--- src/rtl/ifu_fetch.sv ---
// Instruction-fetch stage: one-line doubleword buffer filled over req/gnt/rvalid,
// delivering one 32-bit instruction per cycle to decode with redirect/halt/fence.i support.
module ifu_fetch #(
  parameter logic [63:0] RESET_PC = 64'h0000_0000_8000_0000,
  parameter int          XLEN     = 64
) (
  input  logic            clk,
  input  logic            rst,
  input  logic            redirect_valid,
  input  logic [XLEN-1:0] redirect_pc,
  input  logic            halt,
  input  logic            inval,
  output logic            out_valid,
  input  logic            out_ready,
  output logic [XLEN-1:0] out_pc,
  output logic [31:0]     out_inst,
  output logic            mem_req,
  output logic [XLEN-1:0] mem_addr,
  input  logic            mem_gnt,
  input  logic            mem_rvalid,
  input  logic [XLEN-1:0] mem_rdata
);

  localparam logic [1:0] IDLE = 2'd0;
  localparam logic [1:0] REQ  = 2'd1;
  localparam logic [1:0] WAIT = 2'd2;

  logic [1:0]      state_q, state_d;
  logic [XLEN-1:0] fetch_pc_q, fetch_pc_d;
  logic [XLEN-1:3] req_tag_q, req_tag_d;
  logic [XLEN-1:3] line_tag_q, line_tag_d;
  logic [XLEN-1:0] line_data_q, line_data_d;
  logic            line_valid_q, line_valid_d;
  logic            discard_q, discard_d;

  logic hit;
  logic out_fire;

  assign hit       = line_valid_q && (line_tag_q == fetch_pc_q[XLEN-1:3]);
  assign out_valid = (state_q == IDLE) && hit && !halt && !redirect_valid && !rst;
  assign out_fire  = out_valid && out_ready;
  assign out_pc    = fetch_pc_q;
  assign out_inst  = fetch_pc_q[2] ? line_data_q[63:32] : line_data_q[31:0];

  // The address is captured on REQ entry so pc redirects cannot disturb a pending request.
  assign mem_req  = (state_q == REQ) && !rst;
  assign mem_addr = mem_req ? {req_tag_q, 3'b000} : '0;

  always_comb begin
    // NOTE: every signal gets a default first so no path through the case infers a latch.
    state_d      = state_q;
    fetch_pc_d   = fetch_pc_q;
    req_tag_d    = req_tag_q;
    line_tag_d   = line_tag_q;
    line_data_d  = line_data_q;
    line_valid_d = line_valid_q;
    discard_d    = discard_q;

    // fence.i clears first so that a coincident fill below can still set the line valid.
    if (inval) line_valid_d = 1'b0;

    case (state_q)
      IDLE: begin
        if (!hit && !halt && !redirect_valid) begin
          state_d   = REQ;
          req_tag_d = fetch_pc_q[XLEN-1:3];
        end
      end
      REQ: begin
        if (redirect_valid) discard_d = 1'b1;
        if (mem_gnt) state_d = WAIT;
      end
      WAIT: begin
        if (mem_rvalid) begin
          // A redirect landing on the response cycle makes that response stale too.
          if (!discard_q && !redirect_valid) begin
            line_data_d  = mem_rdata;
            line_tag_d   = req_tag_q;
            line_valid_d = 1'b1;
          end
          discard_d = 1'b0;
          state_d   = IDLE;
        end else if (redirect_valid) begin
          discard_d = 1'b1;
        end
      end
      default: state_d = IDLE;
    endcase

    if (redirect_valid) begin
      fetch_pc_d = redirect_pc & ~XLEN'(3);
    end else if (out_fire) begin
      fetch_pc_d = fetch_pc_q + XLEN'(4);
    end
  end

  // NOTE: sequential state uses non-blocking assignments so all registers update together.
  always_ff @(posedge clk) begin
    if (rst) begin
      state_q      <= IDLE;
      fetch_pc_q   <= RESET_PC;
      line_valid_q <= 1'b0;
      discard_q    <= 1'b0;
    end else begin
      state_q      <= state_d;
      fetch_pc_q   <= fetch_pc_d;
      line_valid_q <= line_valid_d;
      discard_q    <= discard_d;
    end
  end

  // NOTE: data/tag storage is not reset; it is only observed when qualified by line_valid_q or REQ.
  always_ff @(posedge clk) begin
    req_tag_q   <= req_tag_d;
    line_tag_q  <= line_tag_d;
    line_data_q <= line_data_d;
  end

endmodule

--- config.mk ---
export PLATFORM = sky130hd
export DESIGN_NAME = ifu_fetch
export DESIGN_NICKNAME = d
export VERILOG_FILES = /design/src/rtl/ifu_fetch.sv
export SDC_FILE = /design/constraint.sdc
export NUM_CORES = 1
export LEC_CHECK = 0
export CAP_MARGIN = 40
export CORE_MARGIN = 3
export CORE_UTILIZATION = 45
export CTS_BUF_LIST = sky130_fd_sc_hd__clkbuf_8 sky130_fd_sc_hd__clkbuf_16
export DETAILED_ROUTE_END_ITERATION = 6
export GPL_TIMING_DRIVEN = 1
export MAX_ROUTING_LAYER = met4
export PLACE_DENSITY = 0.73
export REMOVE_ABC_BUFFERS = 1
export SETUP_SLACK_MARGIN = 0.1
export SLEW_MARGIN = 25
export SYNTH_ARGS = -nofsm -noshare
export SYNTH_HDL_FRONTEND = slang
export SYNTH_SLANG_ARGS = --single-unit
--- constraint.sdc ---
create_clock -name clk -period 18.55 [get_ports clk]
set_input_delay 1.855 -clock clk [delete_from_list [all_inputs] [get_ports clk]]
set_output_delay 1.855 -clock clk [all_outputs]
set_load 0.02 [all_outputs]
* Word-level counts from Yosys, hierarchy flattened
Index checks and enable logic that the tools add are counted.
Storage, ports and cells: input port bits 136, register bits after elaboration 254, output and inout bits 162
Cells by class: muxes and demuxes 15, equal/unequal tests 6, reductions and logical operators 22, $add $sub $neg 1
Operators with widths (count):
- 64-bit 2-to-1 mux | 3
- 64-bit by 3-bit adder with 64-bit output, second input constant | 1
- 61-bit == test | 1
- 32-bit 2-to-1 mux | 1
- 1-bit logical AND | 10
- 1-bit 2-to-1 mux | 6
- 2-bit 2-to-1 mux | 3
- 2-bit case mux with 3 select lines | 1
- 3-bit AND reduction | 2
- 1-bit zero test | 5
- 2-bit != test, second input constant | 2
- 2-bit nonzero test | 2
- 2-bit by 1-bit == test with 1-bit output, second input constant | 1
- 2-bit == test, second input constant | 1
- 2-bit zero test | 1
- 2-bit by 1-bit != test with 1-bit output, second input constant | 1
- 1-bit case mux with 2 select lines | 1
- 2-bit AND reduction | 1
- 2-bit OR reduction | 1

* Longest topological paths before layout
Gate-level depths: netlist of run 1.
word-level depth 9, depth in mapped cells 11, depth with buffers taken out 9

* Worst setup path before layout of run 1
OpenSTA, ideal clock, no wires.
kind input-to-reg, start point input redirect_valid, end point register line_data_q[0], enable pin, arrival time 10.840 ns, stages 3, data required time 17.786 ns, setup slack 6.946 ns, cell sequence clkbuf_1 > clkbuf_1 > nor3_1
On the way: word-level cells in the longest chain between the ends 3
RTL lines:
- start, declared | line 9 | input logic redirect_valid,
- 1-bit zero test | line 76 | if (!discard_q && !redirect_valid) begin
- 1-bit logical AND | line 76
- 3-bit AND reduction (no line)
- end signal, assigned | line 116 | line_data_q <= line_data_d;
- end, declared | line 32 | logic [XLEN-1:0] line_data_q, line_data_d;
No other way between the ends. A chain may end at the register's enable or synchronous reset.

* Worst setup path after layout of run 1
start point register fetch_pc_q[4], in the netlist out_pc[4], end point output out_valid
On the way: word-level cells in the longest chain between the ends 6
RTL lines:
- start, declared | line 29 | logic [XLEN-1:0] fetch_pc_q, fetch_pc_d;
- start signal, assigned | line 106 | fetch_pc_q <= fetch_pc_d;
- 61-bit == test | line 39 | assign hit = line_valid_q && (line_tag_q == fetch_pc_q[XLEN-1:3]);
- 1-bit logical AND | line 39
- 1-bit logical AND (4 in series) | line 40 | assign out_valid = (state_q == IDLE) && hit && !halt && !redirect_valid && !rst;
- end, declared | line 13 | output logic out_valid,
No other way between the ends.

==> results by group, run 1 <==
Run status
  – Outcome: finished, final reports clean

Global route
  – Antenna violations before repair: 1
  – Overflow after GRT: 0
  – Vias in the first global route: 8,668
  – Gr usage total: 25.7%
  – First-pass GRT wire length: 51.4 mm
  – Largest net degree at the start of global routing: 57

CTS
  – # hold bufs at CTS: 0
  – Cts repair resizes: 0
  – Worst-Skew Late Latency: roughly 0.52 ns
  – Post-CTS setup repair buffer count: 0
  – CTS sink cnt: 252
  – Root buf cell: clkbuf_16
  – H-tree depth: 1
  – Cts bufs inserted: 27
  – Clock Path Buffers: 3
  – Clock transition at path regs: ~0.060 ns
  – CTS tree: yes

Run
  – Max-Cap Viols: 0

Power and ir drop
  – Peak supply drop: ~60 µV
  – PwrDens: 95.8 nW/µm²
  – LEAKAGE: 5.29 nW

STA
  – Tcrit/Tclk final: 31.4%
  – Fmax: roughly 170 MHz
  – Setup_tns: 0 ns
  – Hold Vio Cnt, Final: 0
  – Setup violators final: 0
  – Worst Max-Slew Pin Slew: approximately 0.79 ns
  – Rel. slew slack: 46.9%
  – Hold WS: roughly 0.44 ns
  – Fin Clk Skew: 0.00920 ns
  – Min Tclk post-route: 5.82 ns
  – Slew Limit Fails: 0
  – RSZ-0062 raised after global routing: no

Critical path
  – Critical path type: reg -> out
  – Critical path launch point type: flip-flop
  – Crit-path max FO: 14
  – Req. time, crit path: 16.69 ns
  – Worst Path Arrival: 3.96 ns
  – CP endpoint kind: primary output

Place
  – Dpl hpwl: around 25 mm
  – Post-DP Area: 14,400 µm²
  – Inst Count DP: 1,479
  – RePlAce Congestion: 0.882
  – # port buffers: 290

Detailed routing
  – Vias post-DR: 8,743
  – Post-route ant nets: 0
  – WL/cell: 22.7 µm
  – First-pass DRT Iterations: 5
  – Number of DRC markers in iteration 0: 671
  – DRT Wirelength: 34.7 mm
  – DR DRC count: 0
  – Vias/cell: 5.71

Synthesis
  – Mapped Cells: 905
  – Main flop type after synthesis: edfxtp_1
  – Library cells used by synthesis: 59
  – Warnings, synthesis: 0
  – Synth async-reset ratio: 0%
  – Post-synth EDFFs: ~190
  – Yosys reg bits: about 250
  – Mean post-synth cell area: 12.3 µm²
  – Post-synthesis sequential area ratio: 62.0%
  – Cell area after synthesis: 11,100 µm²

Finish
  – Synthesis-to-layout area growth: 38.1%
  – Area of the multi-input gates: 3960 µm²
  – Total Nets Final: 1,333
  – Layout Cells excl Fill: 1,530
  – Layout cells sized above 1: ~10%
  – Design Area, Final: roughly 15,000 µm²
  – Fillers: 1,853
  – FF+latch area: approximately 7000 µm²

Floorplanning
  – Chip Width: approximately 160 µm
  – Placement Rows: 56
  – Core area: 23,900 µm²
  – Starting Density: 46.7%
  – Die Height: 163 µm
  – IO Count: 298
  – Full die area: between 20,000 and 30,000 µm²

Min path
  – HP Class: reg -> reg
[placed cells by master, fill, tap and decap left out, types with 7 or more instances in the layout]
| master | netlist | routed |
|---|---|---|
| nand3_1 | 37 | 37 |
| nor3_1 | 14 | 12 |
| dfxtp_1 | 66 | 65 |
| a22oi_1 | 16 | 16 |
| and2_1 | 62 | 62 |
| o211ai_1 | 12 | 12 |
| clkbuf_16 | 0 | 27 |
| or4_1 | 15 | 15 |
| o211ai_2 | 10 | 10 |
| clkdlybuf4s50_1 | 0 | 288 |
| nand4_1 | 26 | 26 |
| xnor2_1 | 27 | 27 |
| a21oi_1 | 15 | 15 |
| a31oi_1 | 19 | 19 |
| and4_1 | 7 | 7 |
| o21ai_0 | 10 | 10 |
| nor2_1 | 30 | 29 |
| inv_1 | 15 | 18 |
| clkinv_2 | 0 | 9 |
| o311ai_0 | 11 | 11 |
| nand2_1 | 76 | 76 |
| xor2_1 | 52 | 52 |
| mux2_2 | 32 | 32 |
| edfxtp_1 | 186 | 186 |
| nor4_1 | 22 | 22 |
| buf_4 | 5 | 13 |
| or3_1 | 14 | 14 |
| and3_1 | 11 | 11 |
[cell usage after synthesis (all sizes together) (11+ instances only)]
master  number  area, µm²
nand3       37        185
nand2       76        285
xnor2       28        253
a31oi       19        119
buf         14       98.9
a21oi       15       75.1
xor2        52        455
nor3        14       70.1
clkbuf      45        169
or4         15        113
dfxtp       66       1320
and3        11       68.8
nor2        30        113
a22oi       16        120
nor4        23        150
or3         14       87.6
o311ai      17        149
edfxtp     186       5590
nand4       26        163
mux2        32        360
inv         15       56.3
o211ai      22        215
and2        63        394
[worst max-delay path: stages (launching register included)]
cell and delay [ns]:
dfxtp_1 0.56, xor2_1 0.12, nor4_1 0.66, nand4_1 0.30, or4_1 0.67, buf_8 0.24, nor3_1 0.23, clkdlybuf4s50_1 0.65
[power by group]
part           total (mW)  internal (mW)  leakage [nW]  switching, mW
Clock               0.567          0.351         0.479          0.216
Sequential          0.686          0.651          2.25         0.0347
Combinational       0.222          0.106          2.56          0.116
Total                1.47           1.11          5.29          0.367
[logic make-up (layout without fill, tap and decap cells)]
group                      count (synthesis)  count (layout)  share of synthesized area, %
adders and majority gates                  6               6                         0.673
muxes                                     34              34                          3.41
buffers and inverters                     75             376                          2.94
and+or+nand+nor                          332             332                          16.1
DFF                                      252             252                          62.0
other                                      1               6                        0.0336
AOI/OAI and AO/OA                        125             125                          8.51
xor gates and xnor gates                  80              80                          6.35
[sequential cells by signal, summed over array words and instances, names as in the netlist]
name          count
line_data_q      64
out_pc           62
line_tag_q       61
req_tag_q        61
state_q           2
discard_q         1
line_valid_q      1
[stage by stage]
stage                     utilization, %  total power [mW]  worst slack, ns
after global routing                64.4              1.53            12.57
after detailed placement            60.4             0.920            13.03
after global placement              59.9             0.911            12.83
after CTS                           64.3              1.49            12.60
final                               64.4              1.47            12.73
after floorplan                        -             0.791             7.38
[cell type report]
class | instances | share of cell area, %
flip-flops and latches | 252 | 44.9
multi-input cells | 582 | 25.7
repair buffers | 312 | 20.4
clock buffers | 28 | 4.48
well taps | 319 | 2.59
clock inverters | 20 | 1.58
inverters | 16 | 0.390
diodes | 1 | 0.0163
[layer usage]
metal  up-vias  GRT usage (%)  part of all wire [%]
met2       514           40.3                    46
met5         -              -                     0
li1       3947              -                     -
met4         0           7.65                   3.1
met1      4207           33.4                    40
met3        75           6.31                    11
[path summary, 6_finish.rpt]
check,start,endpoint,slack (ns),cells past startpoint
worst max-delay path,out_pc[4],out_valid,12.73,7
worst min-delay path,req_tag_q[48],line_tag_q[48],0.44,0
worst max register to register,out_pc[4],out_pc[34],14.90,8
worst min register to register,req_tag_q[48],line_tag_q[48],0.44,0
Power figures use the tool's default switching activity.
==> run 2, diff against run 1 <==
CORE_UTILIZATION = 44   (was 45)
PLACE_DENSITY = 0.75   (was 0.73)
clock period = 5.1 ns   (was 18.55 ns; I/O delays follow)
==> results by group, run 2 (synthesis results as in run 1) <==
Power and ir drop
  – Switching Share: 26.1%
  – Comb pwr share: 16.4%
  – Internal power: 3.83 mW
  – Clock power frac: 35.9%
  – PwrDens: 337 nW/µm²
  – Overall power: ~5.2 mW
  – Flop pwr share: between 40% and 50%
  – Switching power: around 1.4 mW
  – Peak supply drop: 283 µV
  – LEAKAGE: 5.30 nW

STA
  – Fin Clk Skew: 0.0159 ns
  – Slew Limit Fails: 0
  – RSZ-0062 raised after global routing: no
  – Hold WS: 0.437 ns
  – Setup_tns: 0 ns
  – Setup violators final: 0
  – Hold Vio Cnt, Final: 0
  – Setup ws final: 0.683 ns
  – Fmax: 226 MHz
  – Rel. slew slack: 43.1%
  – Tcrit/Tclk final: 86.6%
  – Worst Max-Slew Pin Slew: 0.851 ns
  – Min Tclk post-route: 4.42 ns

Finish
  – Layout cells sized above 1: 11.3%
  – Layout Cells excl Fill: around 1,500
  – Fin util: 62.6%
  – Design Area, Final: 15,400 µm²
  – Diodes inserted: 0
  – Synthesis-to-layout area growth: 38.2%
  – Reg with most FFs: line_data_q
  – Number of flip-flops in the largest register: 64
  – Total Nets Final: 1,346
  – Most frequent cells in the layout: clkdlybuf4s50_1 (288), edfxtp_1 (186), nand2_1 (76)
  – Commonest non-fill, non-tap cell in the layout: clkdlybuf4s50_1

Place
  – Dpl ws: 1.26 ns
  – Post-DP Area: 14,600 µm²
  – Inst Count DP: 1,498
  – RePlAce Congestion: 0.880
  – # port buffers: 290
  – Dpl hpwl: 24.7 mm

Detailed routing
  – Number of DRC markers in iteration 0: between 1,000 and 1,500
  – DR DRC count: 0
  – WL/cell: 22.5 µm
  – DRT Wirelength: 34.9 mm
  – Post-route ant nets: 0
  – Vias/cell: ~5.6
  – Vias post-DR: 8,718
  – First-pass DRT Iterations: 6

Critical path
  – Worst Path Arrival: 3.91 ns
  – CP endpoint kind: primary output
  – Req. time, crit path: 4.59 ns
  – Critical path type: reg -> out
  – Slowest stage cell on the critical path: or4_1
  – Family with the most delay on the worst path: simple AND/OR/NAND/NOR gates
  – Critical-path cell list: xor2_1 -> nor4_1 -> nand4_1 -> or4_1 -> nor3_1 -> clkdlybuf4s50_1
  – Crit-path max FO: 11
  – Critical path launch point type: flip-flop
  – Critical path's largest stage delay: 0.81 ns
  – Buf+Inv Stages, Crit Path: 1

CTS
  – CTS sink cnt: 252
  – Worst-Skew Late Latency: between 0.5 and 0.6 ns
  – Cts bufs inserted: 27
  – # hold bufs at CTS: 0
  – Post-CTS setup repair buffer count: 0
  – Clock Path Buffers: 3
  – Root buf cell: clkbuf_16
  – CTS tree: yes
  – Clock transition at path regs: 0.06 ns
  – H-tree depth: 1
  – Cts repair resizes: 0

Floorplanning
  – IO Count: around 300
  – Full die area: ~27,000 µm²
  – Die Height: approximately 170 µm
  – Placement Rows: 57
  – Chip Width: 165 µm
  – Core area: 24,600 µm²
  – Starting Density: 45.3%

Global route
  – Vias in the first global route: 8,528
  – First-pass GRT wire length: ~51 mm
  – Overflow after GRT: 0
  – Antenna violations before repair: 0
  – Largest net degree at the start of global routing: around 130
  – Gr usage total: 25.3%

Run status
  – Outcome: finished, final reports clean

Run
  – Max-Cap Viols: 0

Min path
  – HP Class: reg -> reg
## run 2: worst paths after layout
kind / startpoint / endpoint / slack [ns] / depth (start not counted)
hold reg to reg: req_tag_q[54] / line_tag_q[54] / 0.44 / 0
hold / removal: req_tag_q[54] / line_tag_q[54] / 0.44 / 0
setup reg to reg: out_pc[54] / out_pc[58] / 1.24 / 8
setup / recovery: out_pc[54] / out_valid / 0.68 / 6
## run 2: worst reg2reg max path: cells and delay by family, from the launching register on
family / cells / cell delay, ns
flops: 1 / 0.60
buf+inv: 1 / 0.29
simple gates: 6 / 2.68
xor+xnor: 1 / 0.15
## run 2: final cells by class
type,instances,area (µm²)
sequential,252,6910
inverter,16,60.1
timing repair buffer,325,3230
multi-input combinational,582,3960
fill,1952,9200
clock buffer,27,676
clock inverter,23,164
tap,324,405
## run 2: metal layers
metal | share of wire (%) | GRT usage, % | vias up | routed length, µm
met5 | 0 | - | - | 0
met4 | 2.5 | 6.29 | 0 | 879
met3 | 11 | 6.21 | 58 | 3900
met2 | 47 | 40.1 | 486 | 16300
met1 | 40 | 32.8 | 4183 | 13800
li1 | - | - | 3991 | -
## run 2: power by group through the flow
| stage | combinational [mW] | clock (mW) | sequential (mW) |
|---|---|---|---|
| 2_1_floorplan | 0.332 | 0 | 2.54 |
| 3_3_place_gp | 0.818 | 0 | 2.51 |
| 3_5_place_dp | 0.851 | 0 | 2.52 |
| 4_1_cts | 0.856 | 1.90 | 2.47 |
| 5_1_grt | 0.905 | 1.98 | 2.49 |
| 6_report | 0.849 | 1.86 | 2.47 |
